## src/rtl/store_buffer.sv

```systemverilog
// Store buffer sitting in front of data_memory: queues pipeline stores in a
// small circular FIFO, drains one per cycle into the memory write port, and
// forwards the youngest matching buffered store to loads so they never read
// stale memory contents.
module store_buffer #(
  parameter int DEPTH = 4,
  parameter int AW    = 20,
  parameter int DW    = 20
) (
  input  logic                       clk,
  input  logic                       rst,
  input  logic                       st_valid,
  input  logic [AW-1:0]              st_addr,
  input  logic [DW-1:0]              st_data,
  output logic                       st_ready,
  input  logic                       ld_valid,
  input  logic [AW-1:0]              ld_addr,
  output logic [DW-1:0]              ld_data,
  output logic                       ld_fwd,
  input  logic                       drain_hold,
  output logic [AW-1:0]              mem_write_address,
  output logic [DW-1:0]              mem_write_data,
  output logic                       mem_memwrite,
  output logic [AW-1:0]              mem_read_address,
  output logic                       mem_memread,
  input  logic [DW-1:0]              mem_read_data,
  output logic [$clog2(DEPTH):0]     count,
  output logic                       empty
);

  localparam int PW = $clog2(DEPTH);
  localparam int CW = PW + 1;

  logic [DEPTH-1:0] valid_q, valid_d;
  logic [AW-1:0]    addr_q [DEPTH];
  logic [DW-1:0]    data_q [DEPTH];
  logic [PW-1:0]    wr_ptr_q, wr_ptr_d;
  logic [PW-1:0]    rd_ptr_q, rd_ptr_d;
  logic [CW-1:0]    count_q, count_d;

  logic             push;
  logic             pop;
  logic             fwd_hit;
  logic [DW-1:0]    fwd_data;

  // Handshake and drain decisions come from registered state only, so a
  // full buffer stays not-ready even while its head entry is leaving.
  assign st_ready = (count_q != CW'(DEPTH));
  assign empty    = (count_q == '0);
  assign count    = count_q;
  assign push     = st_valid & st_ready;
  assign pop      = ~empty & ~drain_hold;

  // The head entry is always presented to memory; memwrite qualifies it.
  assign mem_write_address = addr_q[rd_ptr_q];
  assign mem_write_data    = data_q[rd_ptr_q];
  assign mem_memwrite      = pop;

  assign mem_read_address  = ld_addr;
  assign mem_memread       = ld_valid;

  // Next-state for pointers, occupancy and valid bits; push and pop never
  // target the same slot because push needs a free slot and pop a used one.
  always_comb begin
    valid_d  = valid_q;
    wr_ptr_d = wr_ptr_q;
    rd_ptr_d = rd_ptr_q;
    count_d  = count_q;
    if (pop) begin
      valid_d[rd_ptr_q] = 1'b0;
      rd_ptr_d          = rd_ptr_q + PW'(1);
    end
    if (push) begin
      valid_d[wr_ptr_q] = 1'b1;
      wr_ptr_d          = wr_ptr_q + PW'(1);
    end
    case ({push, pop})
      2'b10:   count_d = count_q + CW'(1);
      2'b01:   count_d = count_q - CW'(1);
      default: count_d = count_q;
    endcase
  end

  // Control state; reset deliberately throws away undrained stores.
  always_ff @(posedge clk or posedge rst) begin
    if (rst) begin
      valid_q  <= '0;
      wr_ptr_q <= '0;
      rd_ptr_q <= '0;
      count_q  <= '0;
    end else begin
      valid_q  <= valid_d;
      wr_ptr_q <= wr_ptr_d;
      rd_ptr_q <= rd_ptr_d;
      count_q  <= count_d;
    end
  end

  // Payload storage needs no reset since the valid bits gate every use.
  always_ff @(posedge clk) begin
    if (push) begin
      addr_q[wr_ptr_q] <= st_addr;
      data_q[wr_ptr_q] <= st_data;
    end
  end

  // Forwarding search from oldest to youngest so the youngest match, the
  // slot just behind wr_ptr, overrides any older one; the draining head is
  // included because its write lands in memory only at the coming edge.
  always_comb begin
    logic [PW-1:0] idx;
    fwd_hit  = 1'b0;
    fwd_data = '0;
    idx      = '0;
    for (int k = DEPTH; k >= 1; k--) begin
      idx = wr_ptr_q - PW'(k);
      if (valid_q[idx] && (addr_q[idx] == ld_addr)) begin
        fwd_hit  = 1'b1;
        fwd_data = data_q[idx];
      end
    end
  end

  // Load result mux: buffered data wins over memory only for a valid load.
  always_comb begin
    ld_fwd  = ld_valid & fwd_hit;
    ld_data = ld_fwd ? fwd_data : mem_read_data;
  end

endmodule

```

## config.mk

```make
export PLATFORM = sky130hd
export DESIGN_NAME = store_buffer
export DESIGN_NICKNAME = d
export VERILOG_FILES = /design/src/rtl/store_buffer.sv
export SDC_FILE = /design/constraint.sdc
export NUM_CORES = 1
export LEC_CHECK = 0
export ABC_AREA = 0
export BUFFER_PORTS_ARGS = -buffer_cell sky130_fd_sc_hd__buf_2
export CORE_MARGIN = 1
export CORE_UTILIZATION = 40
export DETAILED_ROUTE_END_ITERATION = 8
export GPL_TIMING_DRIVEN = 0
export SLEW_MARGIN = 20
export SYNTH_ARGS = -nofsm -noshare
export SYNTH_HDL_FRONTEND = slang
export SYNTH_SLANG_ARGS = --single-unit
```

## constraint.sdc

```tcl
create_clock -name clk -period 3.6 [get_ports clk]
set_input_delay 0 -clock clk [delete_from_list [all_inputs] [get_ports clk]]
set_output_delay 0 -clock clk [all_outputs]
set_load 0.05 [all_outputs]
```

==> metrics.md, run 1 <==
| Metric | Value |
|---|---|
| Buffers on Ports | 157 |
| Fillcell total | 2,766 |
| Dpl cells | 1,513 |
| Layout Skew | 0.0119 ns |
| Tcrit/Tclk final | 121% |
| Synthesized area | 0.0131 mm2 |
| Clock tree buffer depth | 2 |
| CP peak stage delay | 0.38 ns |
| Met1 global-route usage | 36.8% |
| Worst setup path class | flop to output pin |
| DRT iter0 DRCs | 932 |
| Worst slew pin tran | 1.01 ns |
| Primary FF master, synth | edfxtp_1 |
| Crit. End Element | output pin |
| Die width | 183 um |
| Critical path launch point type | flop |
| Crit Path Max Fanout | 10 |
| Final TNS setup | -14.98 ns |
| Peak supply drop | 496 uV |
| Layout cells sized above 1 | 45.9% |
| Grt peak-use layer | met2 |
| CP max stage cell | dfrtp_1 |
| Clock Sinks | 171 |
| Vias per Instance | 6.28 |
| Final WS setup | -0.763 ns |
| Largest net degree at the start of global routing | 42 |
| DRT Pass-1 Iters | 8 |
| GRT Util Overall | 25.5% |
| Yosys top cell area share | 36.6% |
| I/O pins | 173 |
| Critical Path RT | 3.60 ns |
| Ant. Diodes | 0 |
| Routed wire per std cell | 26.1 um |
| Post-DRT Antenna Nets | 0 |
| Failing checks | negative setup slack |
| EDFF count, synth | 160 |
| Synth-to-layout area growth | 25.8% |
| Cells after Synth | 919 |
| Worst Path Arrival | 4.36 ns |
| Initial Utilization | 41.2% |
| Max Slew Vio Count | 0 |
| Final Hold Fails | 0 |
| YS warnings | 0 |
| Clock root cell | clkbuf_16 |
| Antenna violations before repair | 0 |
| Met3 Usage GRT | 3.97% |
| CP Cell Sequence | buf_6 > buf_12 > clkinvlp_4 > ha_4 > buf_12 > buf_12 > buf_8 > mux2i_1 > xor2_1 > o211ai_1 > a211oi_2 > nand4_4 > buf_12 > buf_8 > nand4_1 > a31oi_1 > mux2_4 > mux2_4 > buf_6 |
| Clk pin slew, worst setup/hold paths | 0.07 ns |
| Vias in the first global route | 10,100 |
| Num rows | 65 |
| Pwr per Cell Area | 926 mW/mm2 |
| Die ar. | 0.0335 mm2 |
| Final net count | 1,271 |
| Crit path time final | 4.36 ns |
| Unique masters post-synth | 64 |
| Gpl congestion | 0.927 |
| Max_cap viols | 0 |
| Synth area leader | edfxtp_1 |
| CORE AREA | 0.0319 mm2 |
| TritonCTS buffer count | 17 |
| Non-filler cells, final | 1,624 |
| CP most frequent cell | buf_12 |
| CP bufs+invs | 9 |
| Clock Latency Late Sink | 0.45 ns |
| Min Hold Slack | 0.00412 ns |
| Setup violations, final | 21 |
| Top cells by area, synth | edfxtp_1 37%, mux4_2 27%, mux2i_1 6.6% |
| # DRC | 0 |
| Drt total wl | 42,400 um |
| Worst rel slew slack | 32.8% |
| Grt ovf | 0 |
| Register bit total from synthesis | 171 |
| Mapped Nets | 1,014 |
| Dpl hpwl | 29,100 um |
| Met2 Track Usage GR | 39.8% |
| H-tree levels | 4 |
| Fmax achieved | 229 MHz |
| Worst Hold Class | primary input to flop |
| Ys async rst share | 6.43% |
| CP top delay family | buffers and inverters |
| Post-synthesis sequential area ratio | 38.7% |
| Global-route wire length before repair | 63,000 um |
| TritonCTS clock tree | yes |
| Status | complete, but fails checks |
| Leakage Power | 5.95 nW |
| Vias | 10,200 |
| Post-Place Setup Slack | -1.12 ns |
| Syn Area/Cell | 14.3 um2 |
| Unrepaired setup endpoints after global routing | true |
| Die Span Y | 183 um |
[logic make-up (layout without fill, tap and decap cells)]
logic type / Yosys count / after routing / synth area share, %
xor gates and xnor gates: 73 / 73 / 4.87
AOI/OAI and AO/OA: 109 / 109 / 5.83
buffers and inverters: 127 / 397 / 5.78
adders and majority gates: 10 / 10 / 1.01
and+or+nand+nor: 141 / 141 / 5.62
DFF: 171 / 171 / 38.7
muxes: 288 / 288 / 38.2
[Yosys cell counts (22+ instances only)]
| master | number |
|---|---|
| xor2_1 | 32 |
| buf_4 | 36 |
| clkbuf_1 | 30 |
| nand2_1 | 38 |
| nor3_1 | 29 |
| mux4_2 | 160 |
| mux2i_1 | 86 |
| xnor2_1 | 41 |
| edfxtp_1 | 160 |
| mux2_2 | 22 |
| a31oi_1 | 25 |
| nand4_1 | 26 |
[placed cells by master, fill, tap and decap left out, types with 5 or more instances in the layout]
master         count
mux4_2           160
xnor2_2            5
mux2_4            29
ha_1               8
xnor2_1           36
nor3_1            27
clkbuf_1          25
a31oi_1           25
a21oi_1           13
edfxtp_1         160
buf_6             29
inv_1             14
mux2i_2            6
nand2_1           37
buf_1             10
a221oi_1           5
clkbuf_2           6
dlygate4sd3_1     42
buf_8             13
o21ai_0           12
nand4_1           26
buf_4             56
mux2_2            13
nor2_1            12
clkinvlp_4         5
nand3_1            7
buf_12            15
clkbuf_16         19
buf_2            150
mux2i_1           78
xor2_1            32
dfrtp_1           11
o22ai_1            9
[metrics by stage]
| stage | cell area (um2) | total power, W | util, % |
|---|---|---|---|
| after floorplan | 13100 | 0.0101 | - |
| after global placement | 14500 | 0.0124 | 45.4 |
| after detailed placement | 14500 | 0.0124 | 45.6 |
| after CTS | 16200 | 0.0149 | 50.7 |
| after global routing | 16500 | 0.0159 | 51.8 |
| final | 16500 | 0.0153 | 51.8 |
[state kept, by name (all words and copies together) (netlist names)]
name and flops:
addr_q 80, count 3, data_q 80, rd_ptr_q 2
valid_q 4, wr_ptr_q 2
[metal layers]
| layer | share of wire (%) | vias up |
|---|---|---|
| met2 | 47 | 549 |
| met1 | 44 | 5290 |
| met4 | 2.2 | 0 |
| li1 | - | 4298 |
| met3 | 6.9 | 62 |
| met5 | 0 | - |
[cell type report]
type	count	area (um2)	area share [%]
clock inverters	14	160	0.970
multi-input cells	621	7560	45.8
well taps	435	544	3.30
clock buffers	18	429	2.60
flip-flops and latches	171	5080	30.8
plain buffers	111	885	5.36
inverters	16	76.3	0.462
repair buffers	238	1780	10.8
[what timing repair did]
action                     CTS  global route
pin swaps                    6            13
cloned                       2             2
setup endpoints to repair   22            21
setup buffers               21            12
gates resized for setup    107            49
hold buffers                42             0
hold endpoints to repair   172             0
[final timing paths]
check	from	endpoint	slack, ns	depth (start not counted)
worst min-delay path	st_valid	wr_ptr_q[0]	0.004	3
min in group asynchronous	rst	count[2]	0.09	3
worst max register to register	wr_ptr_q[1]	wr_ptr_q[1]	0.88	12
worst min register to register	count[2]	count[2]	0.53	1
worst max-delay path	wr_ptr_q[1]	ld_data[16]	-0.76	19
max in group asynchronous	rst	rd_ptr_q[0]	3.18	3
[power breakdown]
part | switching (W) | internal (W)
clock | 0.000863 | 0.00104
sequential | 0.000436 | 0.00266
combinational | 0.00570 | 0.00458
total | 0.00700 | 0.00828
[tightest hold or removal path, cell delays in order]
cell and delay, ns:
buf_2 0.13, and2_1 0.21, xnor2_1 0.08
Power figures use the tool's default switching activity.
==> run 2: changes to the inputs <==
- clock period: 3.6 -> 4 ns (I/O delays scaled with it)
==> metrics.md, run 2 (synthesized netlist as in run 1, its figures left out) <==
| Metric | Value |
|---|---|
| Status | complete, but fails checks |
| Failing checks | negative setup slack |
| Worst hold stages | 3 |
| Antenna violations before repair | 0 |
| Post-Place Setup Slack | -1.15 ns |
| Crit. End Element | output pin |
| Largest net degree at the start of global routing | 42 |
| H-tree levels | 4 |
| Initial Utilization | 41.2% |
| Min-Delay Endpoint | wr_ptr_q[0] |
| Num rows | 65 |
| Worst Path Arrival | 4.42 ns |
| Peak supply drop | 536 uV |
| Synth-to-layout area growth | 24.2% |
| Die ar. | 0.0335 mm2 |
| Grt ovf | 0 |
| Final Hold Fails | 0 |
| GRT Util Overall | 25.0% |
| Critical path launch point type | flop |
| Final WS setup | -0.419 ns |
| Pwr per Cell Area | 830 mW/mm2 |
| # DRC | 0 |
| Reg2Reg Depth | 11 |
| Non-filler cells, final | 1,615 |
| CORE AREA | 0.0319 mm2 |
| DRT Pass-1 Iters | 6 |
| Crit Path Max Fanout | 8 |
| Vias in the first global route | 9,760 |
| Unrepaired setup endpoints after global routing | true |
| Vias per Instance | 6.18 |
| Clock root cell | clkbuf_16 |
| Max_cap viols | 0 |
| HP Start | st_valid |
| I/O pins | 173 |
| Dpl hpwl | 28,400 um |
| FF-to-FF End | wr_ptr_q[1] |
| Setup violations, final | 21 |
| Worst rel slew slack | 34.4% |
| Gpl congestion | 0.965 |
| Post-DRT Antenna Nets | 0 |
| Placed cell area | 0.0145 mm2 |
| Tcrit/Tclk final | 110% |
| Clock Sinks | 171 |
| Final net count | 1,262 |
| Layout Skew | 0.0106 ns |
| Largest regs | addr_q x80, data_q x80, valid_q x4 |
| Worst Hold Class | primary input to flop |
| Leakage Power | 5.89 nW |
| Minimum setup slack among reg-to-reg paths | 1.03 ns |
| Layout cells sized above 1 | 44.5% |
| Worst setup path class | flop to output pin |
| TritonCTS buffer count | 17 |
| Ant. Diodes | 0 |
| Cell area after layout | 0.0163 mm2 |
| Most frequent cells in the layout | 160 x mux4_2, 160 x edfxtp_1, 150 x buf_2 |
| Vias | 9,983 |
| Clock Latency Late Sink | 0.44 ns |
| Fillcell total | 2,814 |
| TritonCTS clock tree | yes |
| Clock tree buffer depth | 2 |
| DRT iter0 DRCs | 1,093 |
| Start of the worst register-to-register path | wr_ptr_q[1] |
| Die width | 183 um |
| Max Slew Vio Count | 0 |
| Die Span Y | 183 um |
| Fmax achieved | 226 MHz |
| Routed wire per std cell | 25.8 um |
| Worst slew pin tran | 0.984 ns |
| Clk pin slew, worst setup/hold paths | 0.07 ns |
| Critical Path RT | 4.00 ns |
| Dpl cells | 1,511 |
| Global-route wire length before repair | 61,900 um |
| Buffers on Ports | 157 |
| Drt total wl | 41,700 um |
| Crit path time final | 4.42 ns |
==> run 2: how the worst max path moves through the flow <==
stage | startpoint | end | cells past startpoint
2_1_floorplan | wr_ptr_q[0] | ld_fwd | 13
3_3_place_gp | wr_ptr_q[0] | ld_data[2] | 15
3_5_place_dp | wr_ptr_q[0] | ld_data[2] | 15
4_1_cts | wr_ptr_q[1] | ld_data[7] | 19
5_1_grt | wr_ptr_q[1] | ld_data[7] | 18
6_report | wr_ptr_q[1] | ld_data[7] | 17
==> run 2: timing repair <==
| action | in CTS | in global routing |
|---|---|---|
| hold buffers | 42 | 0 |
| setup endpoints to repair | 21 | 21 |
| setup buffers | 23 | 3 |
| endpoints found under the hold margin | 172 | 0 |
| cloned | 4 | 2 |
| gates resized for setup | 107 | 40 |
| pin swaps | 11 | 17 |
==> run 2: worst max-delay path: stages, from the launching register on <==
cell        delay, ns
dfrtp_1          0.37
buf_6            0.12
buf_12           0.10
clkinvlp_4       0.11
ha_4             0.40
buf_12           0.17
buf_4            0.13
mux4_2           0.53
xnor2_2          0.14
nand4_1          0.27
a21oi_2          0.26
nand4_4          0.24
buf_8            0.22
nand4_1          0.10
a31oi_1          0.10
mux2_2           0.28
mux2_4           0.27
buf_8            0.15
==> run 2: area by class of cell <==
class	count	area, um2	share of cell area (%)
Buffer	109	820	5.03
Clock buffer	17	425	2.61
Clock inverter	15	163	0.998
Inverter	16	76.3	0.468
Multi-Input combinational cell	621	7500	46.0
Sequential cell	171	5080	31.2
Tap cell	435	544	3.34
Timing Repair Buffer	231	1690	10.4
==> run 2: layer usage <==
layer | vias to the layer above | GRT usage, % | share of wire [%]
li1 | 4277 | - | -
met1 | 5119 | 36.2 | 43
met2 | 521 | 38.3 | 46
met3 | 66 | 4.79 | 7.8
met4 | 0 | 7.17 | 2.4
met5 | - | 0 | 0
==> run 2: metrics by stage <==
step,util [%],setup TNS (ns),power [W],hold WS (ns)
floorplan,-,0,0.00909,-0.148
global placement,45.3,-23.32,0.0111,0.0305
detailed placement,45.4,-23.20,0.0111,0.0455
CTS,50.5,-8.22,0.0134,0.00558
global route,51.1,-9.18,0.0141,0.0246
finish,51.1,-7.84,0.0135,0.0257
==> run 2: power by group <==
part,switching [W],internal [W]
sequential,0.000385,0.00240
combinational,0.00502,0.00402
clock,0.000768,0.000932
total,0.00618,0.00735
